--- src/rtl/p2v_stream_pkg.sv ---
// Shared types and default widths for the generator-stream reducer.
//   reducer_state_t : controller states IDLE -> LAUNCH -> COLLECT -> EMIT
//   *_DEF           : default widths for the data, sum and beat-count paths
package p2v_stream_pkg;

    localparam int W_DEF     = 32;
    localparam int SUM_W_DEF = 64;
    localparam int CNT_W_DEF = 16;

    typedef enum logic [1:0] {
        IDLE    = 2'd0,
        LAUNCH  = 2'd1,
        COLLECT = 2'd2,
        EMIT    = 2'd3
    } reducer_state_t;

endpackage

--- src/rtl/stream_accumulator.sv ---
// Running sum / saturating count / unsigned max over a stream of data beats.
//   clk, rst  : clock, asynchronous active-high reset
//   clear     : zero all accumulators (start of a new run)
//   en, data  : accumulate one data beat
//   sum       : sum of beats mod 2^SUM_W
//   count     : number of beats, saturating at all-ones
//   max       : unsigned max of beats, 0 when no beats
//   overflow  : sticky; sum carried out or count hit saturation
module stream_accumulator
    import p2v_stream_pkg::*;
#(
    parameter int W     = W_DEF,
    parameter int SUM_W = SUM_W_DEF,
    parameter int CNT_W = CNT_W_DEF
) (
    input  logic             clk,
    input  logic             rst,
    input  logic             clear,
    input  logic             en,
    input  logic [W-1:0]     data,
    output logic [SUM_W-1:0] sum,
    output logic [CNT_W-1:0] count,
    output logic [W-1:0]     max,
    output logic             overflow
);

    // One extra bit catches the carry-out of the unsigned add.
    logic [SUM_W:0] sum_ext;
    logic           cnt_full;

    assign sum_ext  = {1'b0, sum} + {{(SUM_W + 1 - W){1'b0}}, data};
    assign cnt_full = &count;

    always_ff @(posedge clk or posedge rst) begin
        if (rst) begin
            sum      <= '0;
            count    <= '0;
            max      <= '0;
            overflow <= 1'b0;
        end else if (clear) begin
            sum      <= '0;
            count    <= '0;
            max      <= '0;
            overflow <= 1'b0;
        end else if (en) begin
            sum <= sum_ext[SUM_W-1:0];
            if (!cnt_full)
                count <= count + CNT_W'(1);
            if (data > max)
                max <= data;
            // A beat arriving with the counter already full is a lost count.
            overflow <= overflow | sum_ext[SUM_W] | cnt_full;
        end
    end

endmodule

--- src/rtl/gen_stream_reducer.sv ---
// Controller that launches one generator run, reduces every yielded beat to
// sum/count/max and hands the result downstream as a single valid/ready beat.
//   __clock, __reset       : clock, asynchronous active-high reset
//   n, __start             : run argument and run request (taken only in IDLE)
//   __ready, __valid       : result handshake to the next stage
//   __done                 : one-cycle pulse after the result is accepted
//   __output_sum/count/max : reduced result, stable while __valid
//   __overflow             : sum wrapped or count saturated in that run
//   gen_n, gen_start       : argument and one-cycle start to the generator
//   gen_ready              : high only while collecting
//   gen_valid, gen_done,
//   gen_data               : generator beat; valid&done is a terminator
module gen_stream_reducer
    import p2v_stream_pkg::*;
#(
    parameter int W     = W_DEF,
    parameter int SUM_W = SUM_W_DEF,
    parameter int CNT_W = CNT_W_DEF
) (
    input  logic             __clock,
    input  logic             __reset,
    input  logic [W-1:0]     n,
    input  logic             __start,
    input  logic             __ready,
    output logic             __valid,
    output logic             __done,
    output logic [SUM_W-1:0] __output_sum,
    output logic [CNT_W-1:0] __output_count,
    output logic [W-1:0]     __output_max,
    output logic             __overflow,
    output logic [W-1:0]     gen_n,
    output logic             gen_start,
    output logic             gen_ready,
    input  logic             gen_valid,
    input  logic             gen_done,
    input  logic [W-1:0]     gen_data
);

    reducer_state_t   state;
    logic             acc_clear;
    logic             acc_en;
    logic [SUM_W-1:0] acc_sum;
    logic [CNT_W-1:0] acc_count;
    logic [W-1:0]     acc_max;
    logic             acc_ovf;

    assign gen_start = (state == LAUNCH);
    assign gen_ready = (state == COLLECT);
    assign acc_clear = (state == IDLE) && __start;
    // Upstream beats outside COLLECT are ignored; the terminator's data is a sentinel.
    assign acc_en    = (state == COLLECT) && gen_valid && !gen_done;

    stream_accumulator #(.W(W), .SUM_W(SUM_W), .CNT_W(CNT_W)) u_acc (
        .clk      (__clock),
        .rst      (__reset),
        .clear    (acc_clear),
        .en       (acc_en),
        .data     (gen_data),
        .sum      (acc_sum),
        .count    (acc_count),
        .max      (acc_max),
        .overflow (acc_ovf)
    );

    always_ff @(posedge __clock or posedge __reset) begin
        if (__reset) begin
            state          <= IDLE;
            gen_n          <= '0;
            __valid        <= 1'b0;
            __done         <= 1'b0;
            __output_sum   <= '0;
            __output_count <= '0;
            __output_max   <= '0;
            __overflow     <= 1'b0;
        end else begin
            __done <= 1'b0;
            unique case (state)
                IDLE: begin
                    if (__start) begin
                        gen_n <= n;
                        state <= LAUNCH;
                    end
                end
                LAUNCH: state <= COLLECT;
                COLLECT: begin
                    if (gen_valid && gen_done) begin
                        __output_sum   <= acc_sum;
                        __output_count <= acc_count;
                        __output_max   <= acc_max;
                        __overflow     <= acc_ovf;
                        __valid        <= 1'b1;
                        state          <= EMIT;
                    end
                end
                EMIT: begin
                    // __start here is dropped: IDLE is only entered after this edge.
                    if (__ready) begin
                        __valid <= 1'b0;
                        __done  <= 1'b1;
                        state   <= IDLE;
                    end
                end
                default: state <= IDLE;
            endcase
        end
    end

endmodule

--- config.mk ---
export PLATFORM = sky130hd
export DESIGN_NAME = gen_stream_reducer
export DESIGN_NICKNAME = d
export VERILOG_FILES = /design/src/rtl/p2v_stream_pkg.sv /design/src/rtl/stream_accumulator.sv /design/src/rtl/gen_stream_reducer.sv
export SDC_FILE = /design/constraint.sdc
export NUM_CORES = 1
export LEC_CHECK = 0
export ABC_AREA = 1
export CAP_MARGIN = 15
export CORE_ASPECT_RATIO = 0.8
export CORE_MARGIN = 4
export CORE_UTILIZATION = 50
export DETAILED_ROUTE_END_ITERATION = 10
export DONT_BUFFER_PORTS = 1
export SLEW_MARGIN = 10
export SYNTH_ARGS = -nofsm -noshare
export SYNTH_HDL_FRONTEND = slang
export SYNTH_SLANG_ARGS = --single-unit
--- constraint.sdc ---
create_clock -name __clock -period 12.9 [get_ports __clock]
set_input_delay 3.225 -clock __clock [delete_from_list [all_inputs] [get_ports __clock]]
set_output_delay 3.225 -clock __clock [all_outputs]
set_load 0.02 [all_outputs]
==> flow_summary.toml, run 1 <==
[global_routing]
grt_pass1_wl_mm = 65.4
gr-total-overflow = 0
grt_pass1_vias = 12000
antenna_found_initial = 1
track_usage = 0.247
grt_max_degree = 122

[clock_tree]
clk_pin_slew_ns = 0.07
cts_tree = "done"
cts_buffer_depth = 3
htreeDepth = 1
cts_setup_buffers = 0
cts_root_buf = "clkbuf_16"
cts_buffers = 27
cts_num_sinks = 262
ctsHoldBuffers = 0
worstSkewPairLatency_ns = 0.56
cts_resized = 0

[floorplan]
io_pins = 219
coreArea_um2 = 29200
die_y_um = 162
start_util = 0.506
rows = 56
die_w_um = 200
die-area_um2 = 32400

[power]
powerDensity_nw_per_um2 = 207
vdd_ir_drop_max_mv = 0.131
p_leak_nw = 8.44

[sta]
rsz0062_at_grt = "false"
fin_ws_ns = 7.47
min_period_ns = 5.43
final_max_slew_viol_count = 0
finalSetupViolCount = 0
post-route-period-util = 0.421
slew_headroom = 0.271
max_freq_mhz = 184
finClkSkew_ns = 0.0110
hold_viol = 0
final.setup.tns_ns = 0
tightest_slew_ns = 1.09

[layout]
regArea_um2 = 6560
layout-drive-gt1-share = 0.0551
layout.nets = 2137
n_antenna_cell = 0
multi_input_area_um2 = 6910
fillerInstances = 2863
fin_util = 0.548
final_area_um2 = 16000
area_delta_synth_final_pct = 8.22

[yosys]
synthesis.area_um2 = 14800
ys_warn_count = 0
ys_seq_elements = 262
netlist.area_leader.share = 0.443
syn_inst = 2022
synth_cell_types = 47
synth_area_leader_cell = "dfrtp_1"
synth_fp_nets = 2163
synthTopCellsByArea = "dfrtp_1 44%, nand2_1 18%, inv_1 7.0%"
synth-seq-area-share = 0.443
syn_area_per_cell_um2 = 7.31

[placed_design]
gp_congestion = 0.945
dp_slack_ns = 6.92
io_buffers = 0
placed_area_um2 = 15100
dpl.hpwl_mm = 30.4

[worst_setup_path]
cp_max_fo = 32
reg2reg_from = "state[0]"
crit_arrival_ns = 5.88
endpoint_kind = "flop"
cp_data_required_time_ns = 13.35
crit_path_start = "gen_done"
worstSetupPathType = "in -> reg"
critPathLaunchType = "input pin"

[route]
routed_wl_mm = 40.8
dr_total_vias = 12700
dr.pass1.iters = 5
initialDrtViolationCount = 1011
vias_per_cell = 5.32
drc = 0
avgRoutedWirePerCell_um = 17.1
drtAntennaViolNets = 0

[status]
status = "completed"

[flow_run]
max_cap_violations = 0

[worst_hold_path]
hp-class = "reg -> reg"
min_from = "u_acc.overflow"
-- worst paths after layout --
| check | end | slack (ns) | depth (start not counted) |
|---|---|---|---|
| worst max-delay path | u_acc.sum[8] | 7.47 | 6 |
| worst min-delay path | u_acc.overflow | 0.49 | 2 |
| worst max register to register | u_acc.sum[8] | 9.18 | 9 |
| worst min register to register | u_acc.overflow | 0.49 | 2 |
| max in group asynchronous | u_acc.sum[54] | 7.98 | 3 |
| min in group asynchronous | gen_n[11] | 2.63 | 1 |
-- final cells by class --
class                           count  area share
Timing Repair Buffer                8     0.00375
Sequential cell                   262       0.410
Inverter                          282      0.0671
Multi-Input combinational cell   1415       0.432
Tap cell                          377      0.0295
Clock buffer                       36      0.0487
Clock inverter                     12     0.00938
-- cells by family (layout without fill, tap and decap cells) --
logic type      count (synthesis)  in the layout  share of synthesized area
buf+inv                       345            338                     0.0899
fa+ha+maj                      71             71                     0.0606
simple gates                 1073           1073                      0.309
compound gates                269            269                     0.0956
flops                         262            262                      0.443
xor+xnor                        2              2                    0.00118
-- through the flow --
step           power, mW  hold slack (ns)  instances
2_1_floorplan       2.18            0.449       2022
3_3_place_gp        2.47            0.472       2344
3_5_place_dp        2.50            0.472       2344
4_1_cts             3.33            0.486       2392
5_1_grt             3.55            0.518       2392
6_report            3.31            0.488       2392
-- report_power, final --
| group | leakage (nW) | switching (mW) | internal (mW) |
|---|---|---|---|
| clock | 0.453 | 0.339 | 0.483 |
| combinational | 4.45 | 0.741 | 0.324 |
| sequential | 3.54 | 0.362 | 1.06 |
| total | 8.44 | 1.44 | 1.87 |
-- placed cells by master (no fill, tap or decap), drive strengths merged --
| cell type | synthesis | final |
|---|---|---|
| nand4 | 60 | 60 |
| inv | 281 | 283 |
| nand2 | 729 | 729 |
| a21oi | 80 | 80 |
| nand3b | 1 | 1 |
| fa | 1 | 1 |
| o22ai | 12 | 12 |
| o211ai | 1 | 1 |
| nor3 | 18 | 18 |
| a21boi | 2 | 2 |
| nand3 | 113 | 113 |
| a21o | 2 | 2 |
| xor2 | 1 | 1 |
| clkinvlp | 0 | 3 |
| ha | 70 | 70 |
| nor3b | 4 | 4 |
| xnor2 | 1 | 1 |
| clkinv | 1 | 5 |
| o21ai | 161 | 161 |
| and3 | 2 | 2 |
| or2 | 1 | 1 |
| a22oi | 2 | 2 |
| o31ai | 1 | 1 |
| a31oi | 2 | 2 |
| and2 | 3 | 3 |
| buf | 19 | 8 |
| nor2 | 134 | 134 |
| nor4 | 8 | 8 |
| bufinv | 0 | 3 |
| o21bai | 6 | 6 |
| clkbuf | 44 | 36 |
| dfrtp | 262 | 262 |
-- sequential cells by signal (all words and copies together), names as in the netlist --
| signal | count |
|---|---|
| __done | 1 |
| __output_count | 16 |
| __output_max | 32 |
| __output_sum | 64 |
| __overflow | 1 |
| __valid | 1 |
| gen_n | 32 |
| state | 2 |
| u_acc.count | 16 |
| u_acc.max | 32 |
| u_acc.overflow | 1 |
| u_acc.sum | 64 |
-- cells in the mapped netlist (all sizes together) --
library cell,count
nand3,113
and3,2
a21oi,80
and2,3
a21o,2
buf,19
nand4,60
xnor2,1
o22ai,12
a22oi,2
nand2,729
o21bai,6
a21boi,2
o21ai,161
dfrtp,262
nor4,8
o211ai,1
o31ai,1
nand3b,1
xor2,1
nor3b,4
ha,70
clkbuf,44
or2,1
nor3,18
clkinv,1
fa,1
a31oi,2
inv,281
nor2,134
-- per-layer routing --
metal | global-route usage | wire length [um] | part of all wire | vias up
met3 | 0.0435 | 2800 | 0.069 | 36
met2 | 0.366 | 17000 | 0.42 | 351
met4 | 0.0363 | 531 | 0.013 | 2
met5 | 0 | 7 | 0.00017 | -
li1 | - | - | - | 6394
met1 | 0.388 | 20400 | 0.50 | 5942
-- critical path, cell delays in order --
cell and delay, ns:
nor2_1 0.03, nand2_2 0.24, inv_2 0.30, nor2_1 0.83
inv_1 0.78, o22ai_1 0.41
Note: power is estimated with default switching activity, not from simulation.
==> run 2, diff against run 1 <==
==> constraint.sdc (replaced) <==
create_clock -name __clock -period 5.57 [get_ports __clock]
set_input_delay 1.3925 -clock __clock [delete_from_list [all_inputs] [get_ports __clock]]
set_output_delay 1.3925 -clock __clock [all_outputs]
set_load 0.02 [all_outputs]
==> run 2 against run 1 <==
Net effect:
- non-clock buffer count grew 5
- sequential share of layout area shrank 0.19 points
- count of clock-buffer cells in the layout grew 3
- setup slack lost 5.5 ns
- register-to-register slack lost 7.2 ns
- sequential cell count is the same
- clock power grew 130%
- sequential power grew 130%
- first-iteration DRC count shrank 5.5%
- critical path type is now reg -> reg
- critical endpoint is now u_acc.sum[6]
- largest cell class unchanged
- highest routed layer is now met4
==> flow_summary.toml, run 2 (synthesis results as in run 1) <==
[clock_tree]
ctsHoldBuffers = 0
cts_tree = "done"
cts_setup_buffers = 0
cts_buffer_depth = 3
cts_root_buf = "clkbuf_16"
htreeDepth = 1
clk_pin_slew_ns = 0.06
cts_buffers = 28
cts_num_sinks = 262
cts_resized = 0
worstSkewPairLatency_ns = 0.57

[power]
powerDensity_nw_per_um2 = 478
power_frac_seq = 0.428
internal_power_mw = 4.33
switching_share = 0.436
clkPwrFrac = 0.246
pwr-share-comb = 0.326
p_switching_mw = 3.35
vdd_ir_drop_max_mv = 0.291
p_leak_nw = 8.47
power_mw = 7.68

[worst_hold_path]
min_path_cells = 1
hp-class = "reg -> reg"

[floorplan]
rows = 56
coreArea_um2 = 29200
io_pins = 219
die-area_um2 = 32400
start_util = 0.506
die_y_um = 162
die_w_um = 200

[worst_setup_path]
endpoint_kind = "flop"
worstSetupPathType = "reg -> reg"
rr_worst_depth = 10
crit_arrival_ns = 4.06
cp_slowest_cell = "nor2_1"
worstPathCellList = "inv_1, ha_1, inv_2, nor2_1, nand2_2, inv_2, nor2_1, inv_1, buf_16, o22ai_1"
worst_path_largest_cell_delay_ns = 0.87
cp_data_required_time_ns = 6.04
critPathLaunchType = "flop"
cp_max_fo = 32

[global_routing]
grt_max_degree = 168
track_usage = 0.250
antenna_found_initial = 0
grt_pass1_vias = 12100
grt_pass1_wl_mm = 66.3
gr-total-overflow = 0

[route]
dr.pass1.iters = 6
routed_wl_mm = 41.0
vias_per_cell = 5.34
initialDrtViolationCount = 955
drc = 0
drtAntennaViolNets = 0
avgRoutedWirePerCell_um = 17.1
dr_total_vias = 12800

[layout]
n_antenna_cell = 0
area_delta_synth_final_pct = 8.73
layout_common_cells = "716 x nand2_1, 273 x inv_1, 262 x dfrtp_1"
layout-drive-gt1-share = 0.0578
fin_util = 0.550
stdcell_count = 2401
fillerInstances = 2898
layout_commonest_cell = "nand2_1"
final_area_um2 = 16100
top_regs = "__output_sum (64), u_acc.sum (64)"
layout.nets = 2143

[sta]
fin_ws_ns = 1.97
finalSetupViolCount = 0
whs_ns = 0.480
rsz0062_at_grt = "false"
slew_headroom = 0.288
hold_viol = 0
min_period_ns = 3.60
final.setup.tns_ns = 0
tightest_slew_ns = 1.07
final_max_slew_viol_count = 0
finClkSkew_ns = 0.0221
max_freq_mhz = 278
post-route-period-util = 0.646

[placed_design]
dp_slack_ns = 1.29
dpl.cell_count = 2348
gp_congestion = 0.948
io_buffers = 0
dpl.hpwl_mm = 30.4
placed_area_um2 = 15100

[flow_run]
max_cap_violations = 0

[status]
status = "completed"
run 2: cell types whose count changed in the layout (fill, tap and decap cells not counted), moves of 2 or more:
cell,before,now
buf_4,8,11
clkbuf_1,2,5
clkinv_2,4,6
clkinvlp_4,3,5
run 2: per-layer routing:
layer	vias to the layer above	share of wire	wire (um)	global-route usage
met5	-	0	0	0
met4	0	0.017	693	0.0432
met3	43	0.075	3070	0.0479
met2	380	0.42	17100	0.373
met1	5998	0.49	20200	0.386
li1	6395	-	-	-
run 2: final timing paths:
path	slack, ns	startpoint	endpoint
worst max register to register	1.97	state[0]	u_acc.sum[6]
worst min-delay path	0.48	u_acc.count[3]	u_acc.count[3]
worst min register to register	0.48	u_acc.count[3]	u_acc.count[3]
worst max-delay path	1.97	state[0]	u_acc.sum[6]
min in group asynchronous	0.86	__reset	__output_max[13]
max in group asynchronous	3.58	__reset	gen_n[19]
run 2: layout make-up:
class / count / area, um2 / share of cell area
clock buffers: 39 / 802 / 0.0499
clock inverters: 13 / 136 / 0.00848
inverters: 282 / 1070 / 0.0665
multi-input cells: 1415 / 6910 / 0.430
flip-flops and latches: 262 / 6560 / 0.408
well taps: 377 / 472 / 0.0293
repair buffers: 13 / 130 / 0.00809
run 2: power by group through the flow:
stage	logic (mW)	clock network, mW	registers, mW
floorplan	1.85	0	3.19
global placement	2.41	0	3.32
detailed placement	2.46	0	3.32
CTS	2.47	1.94	3.30
global route	2.88	2.03	3.36
finish	2.50	1.89	3.29
run 2: worst max-delay path: cells and delay by family, from the launching register on:
| family | cells | cell delay, ns |
|---|---|---|
| adders and majority gates | 1 | 0.33 |
| and+or+nand+nor | 3 | 1.16 |
| buffers and inverters | 5 | 1.45 |
| DFF | 1 | 0.37 |
| AOI/OAI and AO/OA | 1 | 0.16 |
